### src/rtl/lv_pwm_int_proc_mc.sv
// rtl/lv_pwm_int_proc_mc.sv - multi-channel LV PWM dead-time / mismatch fault detector and interrupt aggregator
//
// Purpose:
//   Per PWM channel, flags a dead-time fault on a selectable edge of the
//   dead-time violation level, and a compare/gate mismatch fault once the two
//   waves have disagreed for i_mm_thr consecutive cycles. Faults set sticky,
//   clearable, maskable flags. These are ORed into one interrupt. The first
//   unmasked fault (channel and type) is also captured.
//
// Ports:
//   i_clk               block clock
//   i_rst               asynchronous active-high reset
//   i_lv_pwm_dt         per-channel dead-time violation level
//   i_lv_pwm_cmp_wave   per-channel expected PWM wave
//   i_lv_pwm_gate_wave  per-channel observed gate wave
//   i_dt_mode           dead-time edge select: 00 rise, 01 fall, 10 both, 11 off
//   i_mm_thr            mismatch run length in cycles, 0 = mismatch detect off
//   i_int_msk           per-channel mask for o_int and first-fault capture
//   i_int_clr           per-channel clear pulse for the sticky flags
//   i_ff_clr            clear pulse for the first-fault record
//   o_lv_pwm_dterr      raw per-channel dead-time fault pulse
//   o_lv_pwm_mmerr      raw per-channel mismatch fault level
//   o_dt_sticky         sticky dead-time flags
//   o_mm_sticky         sticky mismatch flags
//   o_int               aggregate interrupt
//   o_ff_vld            first-fault record valid
//   o_ff_ch             channel index of the first fault
//   o_ff_type           first-fault type: 0 mismatch, 1 dead-time

module lv_pwm_int_proc_mc #(
  parameter int CH_NUM   = 3,
  parameter int CNT_W    = 8,
  parameter int SYNC_STG = 0,
  parameter int CH_ID_W  = (CH_NUM > 1) ? $clog2(CH_NUM) : 1
) (
  input  logic               i_clk,
  input  logic               i_rst,
  input  logic [CH_NUM-1:0]  i_lv_pwm_dt,
  input  logic [CH_NUM-1:0]  i_lv_pwm_cmp_wave,
  input  logic [CH_NUM-1:0]  i_lv_pwm_gate_wave,
  input  logic [1:0]         i_dt_mode,
  input  logic [CNT_W-1:0]   i_mm_thr,
  input  logic [CH_NUM-1:0]  i_int_msk,
  input  logic [CH_NUM-1:0]  i_int_clr,
  input  logic               i_ff_clr,
  output logic [CH_NUM-1:0]  o_lv_pwm_dterr,
  output logic [CH_NUM-1:0]  o_lv_pwm_mmerr,
  output logic [CH_NUM-1:0]  o_dt_sticky,
  output logic [CH_NUM-1:0]  o_mm_sticky,
  output logic               o_int,
  output logic               o_ff_vld,
  output logic [CH_ID_W-1:0] o_ff_ch,
  output logic               o_ff_type
);

  // ---------------------------------------------------------------------------
  // Input synchronisers
  // ---------------------------------------------------------------------------
  logic [CH_NUM-1:0] dt_s;
  logic [CH_NUM-1:0] cmp_s;
  logic [CH_NUM-1:0] gate_s;

  generate
    if (SYNC_STG == 0) begin : g_nosync
      assign dt_s   = i_lv_pwm_dt;
      assign cmp_s  = i_lv_pwm_cmp_wave;
      assign gate_s = i_lv_pwm_gate_wave;
    end else begin : g_sync
      logic [SYNC_STG-1:0][CH_NUM-1:0] dt_q;
      logic [SYNC_STG-1:0][CH_NUM-1:0] cmp_q;
      logic [SYNC_STG-1:0][CH_NUM-1:0] gate_q;

      always_ff @(posedge i_clk or posedge i_rst) begin
        if (i_rst) begin
          dt_q   <= '0;
          cmp_q  <= '0;
          gate_q <= '0;
        end else begin
          dt_q[0]   <= i_lv_pwm_dt;
          cmp_q[0]  <= i_lv_pwm_cmp_wave;
          gate_q[0] <= i_lv_pwm_gate_wave;
          for (int s = 1; s < SYNC_STG; s++) begin
            dt_q[s]   <= dt_q[s-1];
            cmp_q[s]  <= cmp_q[s-1];
            gate_q[s] <= gate_q[s-1];
          end
        end
      end

      assign dt_s   = dt_q[SYNC_STG-1];
      assign cmp_s  = cmp_q[SYNC_STG-1];
      assign gate_s = gate_q[SYNC_STG-1];
    end
  endgenerate

  // ---------------------------------------------------------------------------
  // Dead-time edge detection
  // ---------------------------------------------------------------------------
  logic [CH_NUM-1:0] dt_ff;
  logic [CH_NUM-1:0] dt_rise;
  logic [CH_NUM-1:0] dt_fall;
  logic [CH_NUM-1:0] dterr_raw;

  always_ff @(posedge i_clk or posedge i_rst) begin
    if (i_rst) begin
      dt_ff <= '0;
    end else begin
      dt_ff <= dt_s;
    end
  end

  assign dt_rise = dt_s & ~dt_ff;
  assign dt_fall = ~dt_s & dt_ff;

  always_comb begin
    dterr_raw = '0;
    case (i_dt_mode)
      2'b00:   dterr_raw = dt_rise;
      2'b01:   dterr_raw = dt_fall;
      2'b10:   dterr_raw = dt_rise | dt_fall;
      default: dterr_raw = '0;
    endcase
  end

  // ---------------------------------------------------------------------------
  // Compare/gate mismatch run counters
  // ---------------------------------------------------------------------------
  // The counter holds (consecutive mismatch cycles - 1), clamped at thr-1, so
  // the compare fires on the thr-th mismatch cycle with no extra latency.
  // Clamping to the live threshold lets a lowered threshold take effect at
  // once and a raised one continue counting from where it stood.
  logic [CH_NUM-1:0] mm_x;
  logic [CH_NUM-1:0] mmerr_raw;
  logic [CNT_W-1:0]  thr_m1;
  logic              thr_on;
  logic [CNT_W-1:0]  mm_cnt [CH_NUM];

  assign mm_x   = cmp_s ^ gate_s;
  assign thr_on = |i_mm_thr;
  assign thr_m1 = i_mm_thr - CNT_W'(1);

  always_ff @(posedge i_clk or posedge i_rst) begin
    if (i_rst) begin
      for (int c = 0; c < CH_NUM; c++) begin
        mm_cnt[c] <= '0;
      end
    end else begin
      for (int c = 0; c < CH_NUM; c++) begin
        if (!thr_on || !mm_x[c]) begin
          mm_cnt[c] <= '0;
        end else if (mm_cnt[c] >= thr_m1) begin
          mm_cnt[c] <= thr_m1;
        end else begin
          mm_cnt[c] <= mm_cnt[c] + CNT_W'(1);
        end
      end
    end
  end

  always_comb begin
    mmerr_raw = '0;
    for (int c = 0; c < CH_NUM; c++) begin
      mmerr_raw[c] = mm_x[c] & thr_on & (mm_cnt[c] >= thr_m1);
    end
  end

  // Raw outputs are combinational; force them low during reset so a level
  // already present on the inputs cannot leak through while flops are cleared.
  assign o_lv_pwm_dterr = i_rst ? '0 : dterr_raw;
  assign o_lv_pwm_mmerr = i_rst ? '0 : mmerr_raw;

  // ---------------------------------------------------------------------------
  // Sticky flags and aggregate interrupt
  // ---------------------------------------------------------------------------
  // A new event in the same cycle as a clear keeps the flag set.
  always_ff @(posedge i_clk or posedge i_rst) begin
    if (i_rst) begin
      o_dt_sticky <= '0;
      o_mm_sticky <= '0;
    end else begin
      o_dt_sticky <= dterr_raw | (o_dt_sticky & ~i_int_clr);
      o_mm_sticky <= mmerr_raw | (o_mm_sticky & ~i_int_clr);
    end
  end

  assign o_int = |((o_mm_sticky | o_dt_sticky) & ~i_int_msk);

  // ---------------------------------------------------------------------------
  // First-fault capture
  // ---------------------------------------------------------------------------
  logic [CH_NUM-1:0]  cand_mm;
  logic [CH_NUM-1:0]  cand_any;
  logic [CH_ID_W-1:0] sel_ch;
  logic               sel_type;

  assign cand_mm  = mmerr_raw & ~i_int_msk;
  assign cand_any = (mmerr_raw | dterr_raw) & ~i_int_msk;

  // Scan from the top down so the lowest-index candidate is the last writer.
  always_comb begin
    sel_ch   = '0;
    sel_type = 1'b0;
    for (int c = CH_NUM - 1; c >= 0; c--) begin
      if (cand_any[c]) begin
        sel_ch   = CH_ID_W'(c);
        sel_type = ~cand_mm[c];
      end
    end
  end

  always_ff @(posedge i_clk or posedge i_rst) begin
    if (i_rst) begin
      o_ff_vld  <= 1'b0;
      o_ff_ch   <= '0;
      o_ff_type <= 1'b0;
    end else if ((!o_ff_vld || i_ff_clr) && (|cand_any)) begin
      o_ff_vld  <= 1'b1;
      o_ff_ch   <= sel_ch;
      o_ff_type <= sel_type;
    end else if (i_ff_clr) begin
      o_ff_vld  <= 1'b0;
      o_ff_ch   <= '0;
      o_ff_type <= 1'b0;
    end
  end

endmodule

### config.mk
export PLATFORM = sky130hd
export DESIGN_NAME = lv_pwm_int_proc_mc
export DESIGN_NICKNAME = d
export VERILOG_FILES = /design/src/rtl/lv_pwm_int_proc_mc.sv
export SDC_FILE = /design/constraint.sdc
export NUM_CORES = 1
export LEC_CHECK = 0
export ABC_AREA = 1
export CAP_MARGIN = 30
export CORE_UTILIZATION = 54
export CTS_BUF_LIST = sky130_fd_sc_hd__clkbuf_4
export DETAILED_ROUTE_END_ITERATION = 7
export PLACE_DENSITY = 0.79
export SYNTH_ARGS = -nofsm -noshare
export SYNTH_HDL_FRONTEND = slang
export SYNTH_SLANG_ARGS = --single-unit
### constraint.sdc
create_clock -name i_clk -period 4.17 [get_ports i_clk]
set_input_delay 0.834 -clock i_clk [delete_from_list [all_inputs] [get_ports i_clk]]
set_output_delay 0.834 -clock i_clk [all_outputs]
set_load 0.01 [all_outputs]
==> results of run 1 <==
-- power by group through the flow --
stage               registers (mW)  clock network (mW)  logic, mW
floorplan                    0.492                   0      0.299
global placement             0.499                   0      0.448
detailed placement           0.502                   0      0.465
CTS                          0.495               0.199      0.469
global route                 0.507               0.214      0.532
finish                       0.496               0.194      0.470
-- how the worst max path moves through the flow --
stage	startpoint	endpoint	slack [ns]	cells past startpoint
after floorplan	i_mm_thr[0]	o_lv_pwm_mmerr[2]	0.98	12
after detailed placement	i_mm_thr[0]	o_lv_pwm_mmerr[2]	-0.13	16
after global placement	i_mm_thr[0]	o_lv_pwm_mmerr[1]	0.0002	16
after global routing	i_mm_thr[0]	o_lv_pwm_mmerr[2]	0.17	14
after CTS	i_mm_thr[0]	o_lv_pwm_mmerr[1]	0.005	14
final	i_mm_thr[0]	o_lv_pwm_mmerr[2]	0.32	14
-- final cells by class --
cell class / count / area (um2) / area share
clock inverters: 3 / 17.5 / 0.00488
flip-flops and latches: 37 / 926 / 0.258
multi-input cells: 261 / 1680 / 0.467
clock buffers: 5 / 37.5 / 0.0105
repair buffers: 59 / 557 / 0.155
inverters: 77 / 289 / 0.0805
well taps: 70 / 87.6 / 0.0244
-- layout by cell type, fill, tap and decap left out, drive strengths merged --
cell type,synthesis,final
a21oi,6,6
clkbuf,0,5
a21boi,1,1
xnor2,4,4
o21bai,1,1
ha,26,26
nand3b,8,8
nor2,26,26
and3,2,2
o22ai,8,8
nor3,1,1
clkdlybuf4s50,0,41
dfrtp,37,37
nand2,90,90
clkinv,0,3
or2,5,5
a211oi,9,9
xor2,16,16
dlygate4sd2,0,1
buf,1,15
o21ai,21,21
nand4,4,4
dlymetal6s2s,0,2
inv,77,77
nand3,33,33
-- per-layer routing --
| layer | global-route usage | vias to the layer above |
|---|---|---|
| met4 | 0.0881 | 0 |
| met1 | 0.338 | 1203 |
| met5 | 0 | - |
| met2 | 0.448 | 41 |
| li1 | - | 1331 |
| met3 | 0.0375 | 12 |
-- cells by family after synthesis --
logic type | share of synthesized area
simple gates | 0.303
buf+inv | 0.103
compound gates | 0.0960
flops | 0.323
fa+ha+maj | 0.113
xor+xnor | 0.0611
-- worst max-delay path, delay by kind of cell --
kind	cells	cell delay, ns
buffers and inverters	4	0.95
adders and majority gates	2	0.51
and+or+nand+nor	7	0.52
xor gates and xnor gates	1	0.18
-- per-stage QoR --
step / power [mW] / setup slack (ns) / util / std cells / instance area [um2]
floorplan: 0.791 / 0.982 / - / 376 / 2870
global placement: 0.947 / 0.000194 / 0.685 / 504 / 3500
detailed placement: 0.966 / -0.125 / 0.685 / 504 / 3500
CTS: 1.16 / 0.00500 / 0.698 / 512 / 3560
global route: 1.25 / 0.170 / 0.703 / 512 / 3590
finish: 1.16 / 0.319 / 0.703 / 512 / 3590
-- registers in the layout (all words and copies together), names as in the netlist --
| name | cells |
|---|---|
| mm_cnt | 24 |
| dt_ff | 3 |
| o_ff_type | 1 |
| o_ff_ch | 2 |
| o_ff_vld | 1 |
| o_mm_sticky | 3 |
| o_dt_sticky | 3 |
-- what timing repair did --
action,in CTS,in global routing
setup endpoints to repair,3,2
resized for setup,3,5
hold buffers,0,0
==> results by group, run 1 <==
Placement
  • Detailed Place HPWL: around 5.4 mm
  • # port buffers: 44
  • Placer Congestion: roughly 0.90

STA
  • Final hold slack: 0.533 ns
  • Hold Violations, Final: 0
  • Fin crit period: approximately 3.9 ns
  • Slew @ Worst Pin: a little under 0.4 ns
  • Period Utilization, post-route: 0.924
  • Slew Limit Fails: 0
  • Max Clock Freq: between 200 and 300 MHz
  • Clock skew: ~0.014 ns
  • Setup-failing EPs final: 0
  • Worst rel slew slack: 0.737
  • RSZ-0062 raised after global routing: no
  • Setup TNS: 0 ns

Routing
  • WL/cell: 13.2 um
  • Number of routed nets with antenna violations: 0
  • Met1 wire length: 3.15 mm
  • Starting DRT DRC Count: about 120
  • Drc violations: 0
  • Post-Route WL: roughly 6.8 mm
  • Met2 WL: between 3 and 4 mm
  • Vias post-DR: 2,587
  • Drt pass-1 iters: 4
  • Vias per cell: between 5 and 6
  • WL met3: ~190 um
  • Highest metal layer with signal wires: met4

Floorplan
  • Die width: between 70 and 80 um
  • Die height: 74.9 um
  • Starting density of the core: 0.561
  • Core Rows: 26
  • I/O pin total: 45
  • Core area: ~5000 um2
  • Area of the die: around 5600 um2

Yosys
  • Mapped Cells: ~380
  • Register area share after synthesis: 0.323
  • Distinct cells, synth: 30
  • Main synth FF type: dfrtp_1
  • Syn_nets: 430
  • Synth warn: 0
  • Cell Area, Synth: 2870 um2
  • Async S/R FF share, synth: 1.00
  • Post-synthesis register bit count: 37
  • Synth area leaders: dfrtp_1, ha_1, nand2_1, inv_1, xor2_1
  • List of most frequent post-synthesis cells: nand2_1, inv_1, dfrtp_1, nand3_1, ha_1
  • Biggest area consumer among synthesized cells: dfrtp_1
  • Post-Synthesis Mean Instance Area: around 7.6 um2
  • EDFF count, synth: 0
  • Most frequent cell after synthesis: nand2_1
  • Synth top area share: 0.323

GRT
  • Vias in the first global route: approximately 2,400
  • Total gr overflow: 0
  • GRT Util Overall: 0.261
  • Initial antenna violation count: 0
  • First-pass GRT wire length: 10.8 mm
  • Pin count of the biggest net entering global routing: 30

Run status
  • Outcome: finished, final reports clean

Critical path
  • CP Launch Type: primary input
  • Reg2reg end: o_ff_type$_DFFE_PP0P_
  • Setup crit end kind: output port
  • Flop-to-flop setup slack: 1.90 ns
  • Slowest CP cell: clkdlybuf4s50_1
  • Crit path DAT: about 3 ns
  • Most frequent cell on the critical path: nand2_1
  • Maximum fanout along the worst path: 4
  • Critical Path RT: roughly 3.3 ns
  • Reg2Reg Depth: 22
  • Reg2Reg Launch Point: mm_cnt[8]$_DFF_PP0_
  • Max incr delay on CP: around 0.49 ns
  • Crit-path cells: clkdlybuf4s50_1 > inv_2 > ha_2 > nand2_1 > xor2_2 > inv_1 > ha_1 > nand2_1 > nand2_1 > nand2_1 > nand2_2 > nand3_4 > nor2_1 > dlygate4sd2_1
  • WS Path Type: primary input to output port

Power and ir drop
  • Internal: approximately 0.71 mW
  • Clock Power Share: 0.167
  • Reg power frac: 0.428
  • Comb pwr share: 0.405
  • Max IR drop VDD: 0.000203 V
  • NetSw: between 0.4 and 0.5 mW
  • Sw Share: 0.390
  • Power per cell area: approximately 320 nW/um2
  • Static Leak: ~1.9 nW

Worst hold path
  • HP Class: flop to flop
  • Hold Path Stages: 2
  • Hold path endpoint: o_ff_type$_DFFE_PP0P_
  • Hold Startpoint: o_ff_type$_DFFE_PP0P_

Clock tree
  • Clock Pin Slew Worst Setup and Hold Paths: around 0.12 ns
  • Clk_lat worst skew: approximately 0.36 ns
  • Post-CTS Setup Inserts: 0
  • CTS tree: built
  • Root Driver: clkbuf_4
  • Total CTS buffers: 5
  • Clock tree buffer depth: 2
  • H-tree depth: 2
  • Clock sinks: 37

Cells and area
  • Share of layout cells above drive strength 1: 0.163
  • Diode count: 0
  • Fill cells: around 410
  • Final layout net count: between 400 and 500
  • P&R area growth vs syn: 25.2%

Run
  • Max cap viols: 0
Note: power is estimated with default switching activity, not from simulation.
==> run 2: changes to the inputs <==
--- a/config.mk
+++ b/config.mk
@@ -6,6 +6,7 @@
 export NUM_CORES = 1
 export LEC_CHECK = 0
 export ABC_AREA = 1
+export ABC_CLOCK_PERIOD_IN_PS = 4170
 export CAP_MARGIN = 30
 export CORE_UTILIZATION = 54
 export CTS_BUF_LIST = sky130_fd_sc_hd__clkbuf_4
==> results of run 2 <==
Same layout as run 1: the final DEF is identical, and so are final timing and power.
==> run 3: changes to the inputs <==
--- a/config.mk
+++ b/config.mk
@@ -8,10 +8,13 @@
 export ABC_AREA = 1
 export ABC_CLOCK_PERIOD_IN_PS = 4170
 export CAP_MARGIN = 30
-export CORE_UTILIZATION = 54
+export CELL_PAD_IN_SITES_DETAIL_PLACEMENT = 2
+export CELL_PAD_IN_SITES_GLOBAL_PLACEMENT = 2
+export CORE_UTILIZATION = 35
 export CTS_BUF_LIST = sky130_fd_sc_hd__clkbuf_4
+export CTS_CLUSTER_SIZE = 28
 export DETAILED_ROUTE_END_ITERATION = 7
-export PLACE_DENSITY = 0.79
+export PLACE_DENSITY = 0.88
 export SYNTH_ARGS = -nofsm -noshare
 export SYNTH_HDL_FRONTEND = slang
 export SYNTH_SLANG_ARGS = --single-unit
==> run 3 against run 2 <==
Total power is 12% higher. Sequential share of layout area fell by 0.58 points. Die area rose by 53%. Final cell count grew 6.6%. Core utilization fell by 23 points. Register-to-register slack lost 0.23 ns. Global-route usage up 0.52 points. Wire length rose by 59%. Combinational power increased by 13%. Maximum frequency fell by 5.6%. Worst setup slack worse by 0.23 ns.
==> results by group, run 3 (same netlist as run 1, synthesis figures left out) <==
Run status
  • Outcome: finished, final reports clean

Critical path
  • Maximum fanout along the worst path: 5 (+1)
  • Slowest CP cell: clkdlybuf4s50_1
  • Most frequent cell on the critical path: nand2_1
  • Crit path DAT: 3.25 ns (+0.23 ns)
  • CP Launch Type: primary input
  • CP bufs+invs: 3 (-1)
  • Flop-to-flop setup slack: 1.67 ns (-0.23 ns)
  • Critical Path RT: 3.34 ns (about the same)
  • Top delay family on crit path: buffers and inverters
  • Max incr delay on CP: 0.52 ns (+0.03 ns)
  • WS Path Type: primary input to output port
  • Setup crit end kind: output port
  • Crit-path cells: clkdlybuf4s50_1 > inv_2 > ha_2 > xnor2_4 > ha_1 > nand2_1 > nand2_1 > nand2_1 > nand2_1 > nand2_1 > nand2_1 > nand2_1 > nand2_2 > nand3_4 > nor2_1 > dlygate4sd2_1

Routing
  • Vias post-DR: 2,807 (+8.5%)
  • Drt pass-1 iters: 6 (+2)
  • Post-Route WL: 10.7 mm (+59%)
  • Starting DRT DRC Count: 95 (-22%)
  • Vias per cell: 5.14 (+1.7%)
  • Drc violations: 0 (unchanged)
  • WL/cell: 19.6 um (+49%)
  • Number of routed nets with antenna violations: 0 (unchanged)

Cells and area
  • Largest Register: mm_cnt
  • Final layout net count: 497 (+0.40%)
  • Share of layout cells above drive strength 1: 0.171 (+0.00828)
  • Commonest non-fill, non-tap cell in the layout: nand2_1
  • Core Util, Final: 0.471 (-0.233)
  • Diode count: 0 (unchanged)
  • Final instance area: 3670 um2 (+2.3%)
  • Most frequent cells in the layout: nand2_1, inv_1, clkdlybuf4s50_1
  • Max reg flops: 24 (unchanged)
  • P&R area growth vs syn: 28.1%

GRT
  • Met2 GRT Util: 0.479 (+0.0306)
  • Routing usage on met1: 0.327 (-0.0113)
  • Grt peak-use layer: met2
  • Total gr overflow: 0 (unchanged)
  • Initial antenna violation count: 0 (unchanged)
  • First-pass GRT wire length: 17.2 mm (+58%)
  • Vias in the first global route: 3,202 (+33%)
  • GRT Util Overall: 0.266 (+0.00516)
  • Met3 Use GR: 0.0320 (-0.00546)
  • Pin count of the biggest net entering global routing: 29 (-3.3%)

Power and ir drop
  • Reg power frac: 0.389 (-0.039)
  • Clock Power Share: 0.202 (+0.035)
  • NetSw: 0.522 mW (+15%)
  • Sw Share: 0.403 (+0.0131)
  • Comb pwr share: 0.408 (+0.003)
  • Max IR drop VDD: 0.000162 V (-20%)
  • Static Leak: 1.86 nW (-0.72%)
  • Power per cell area: 353 nW/um2 (+9.2%)
  • Internal: 0.773 mW (+9.3%)

Placement
  • Worst slack, placed: -0.282 ns (-0.157 ns)
  • DP Area: 3560 um2 (+1.6%)
  • Placer Congestion: 0.822 (-8.8%)
  • # port buffers: 44 (unchanged)
  • Detailed Place HPWL: 8.30 mm (+54%)

STA
  • Period Utilization, post-route: 0.978 (+0.0547)
  • Setup TNS: 0 ns (unchanged)
  • Slew Limit Fails: 0 (unchanged)
  • Clock skew: 0.0155 ns (+0.000980 ns)
  • Worst setup margin: 0.0904 ns (-0.228 ns)
  • Setup-failing EPs final: 0 (unchanged)
  • Hold Violations, Final: 0 (unchanged)
  • Max Clock Freq: 245 MHz (-5.6%)
  • Worst rel slew slack: 0.704 (-0.0331)
  • Slew @ Worst Pin: 0.444 ns (+0.0496 ns)
  • Fin crit period: 4.08 ns (+0.228 ns)
  • Final hold slack: 0.528 ns (-0.00501 ns)

Floorplan
  • Core Rows: 32 (+23%)
  • I/O pin total: 45 (unchanged)
  • Core area: 7810 um2 (+53%)
  • Die height: 92.5 um (+24%)
  • Starting density of the core: 0.367 (-0.194)
  • Area of the die: 8560 um2 (+53%)
  • Die width: 92.5 um (+24%)

Worst hold path
  • HP Class: flop to flop

Clock tree
  • Clk_lat worst skew: 0.36 ns (about the same)
  • Clock Pin Slew Worst Setup and Hold Paths: 0.13 ns (about the same)
  • Clock sinks: 37 (unchanged)
  • Root Driver: clkbuf_4
  • H-tree depth: 2 (unchanged)
  • CTS tree: built
  • Clock tree buffer depth: 2 (unchanged)
  • Post-CTS Setup Inserts: 0 (unchanged)
  • Total CTS buffers: 5 (unchanged)

Run
  • Max cap viols: 0 (unchanged)
## run 3: final timing paths
check / start / endpoint / cells after the start
max: i_mm_thr[0] / o_lv_pwm_mmerr[2] / 16
min: o_ff_type$_DFFE_PP0P_ / o_ff_type$_DFFE_PP0P_ / 2
max reg2reg: mm_cnt[0]$_DFF_PP0_ / o_ff_type$_DFFE_PP0P_ / 22
min reg2reg: o_ff_type$_DFFE_PP0P_ / o_ff_type$_DFFE_PP0P_ / 2
max in group asynchronous: i_rst / mm_cnt[9]$_DFF_PP0_ / 3
min in group asynchronous: i_rst / dt_ff[1]$_DFF_PP0_ / 2
## run 3: power groups by stage
stage | sequential (mW) | clock (mW) | combinational (mW)
final | 0.505 | 0.262 | 0.529
after global routing | 0.513 | 0.278 | 0.590
after CTS | 0.504 | 0.267 | 0.528
after detailed placement | 0.509 | 0 | 0.510
after global placement | 0.500 | 0 | 0.464
after floorplan | 0.492 | 0 | 0.299
## run 3: cell type report
cell class                 count  area, um2
clock inverter                 3       41.3
sequential                    37        926
inverter                      77        289
clock buffer                   5       37.5
multi-input combinational    261       1690
tap                          102        128
fill                         910       4130
timing repair buffer          61        561
## run 3: worst register-to-register path, stage by stage, from the launching register on
cell,delay [ns]
dfrtp_1,0.47
inv_1,0.12
ha_1,0.29
inv_1,0.07
nand2_1,0.05
nand2_1,0.06
nand2_1,0.05
nand2_1,0.07
nand2_1,0.07
nand2_1,0.06
nand2_1,0.08
nand2_1,0.07
nand2_1,0.06
nand2_1,0.07
nand2_2,0.09
nand3_4,0.08
buf_4,0.17
nand3_1,0.10
nand2_1,0.10
nand2_1,0.08
a21oi_1,0.15
nand2_1,0.07
nand2_1,0.05
## run 3: routing by layer
layer  vias up  wire length, um  part of all wire
li1       1333                -                 -
met1      1397             4590              0.43
met2        56             5540              0.52
met3        21              281             0.026
met4         0              316             0.029
met5         -                0                 0
## run 3: what timing repair did
action,CTS,global route
hold buffers,0,0
setup endpoints to repair,3,2
pin swaps,0,0
gates resized for setup,9,4
## run 3: per-stage QoR
step	std cells	total power, mW
floorplan	376	0.791
global placement	538	0.964
detailed placement	538	1.02
CTS	546	1.30
global route	546	1.38
finish	546	1.30
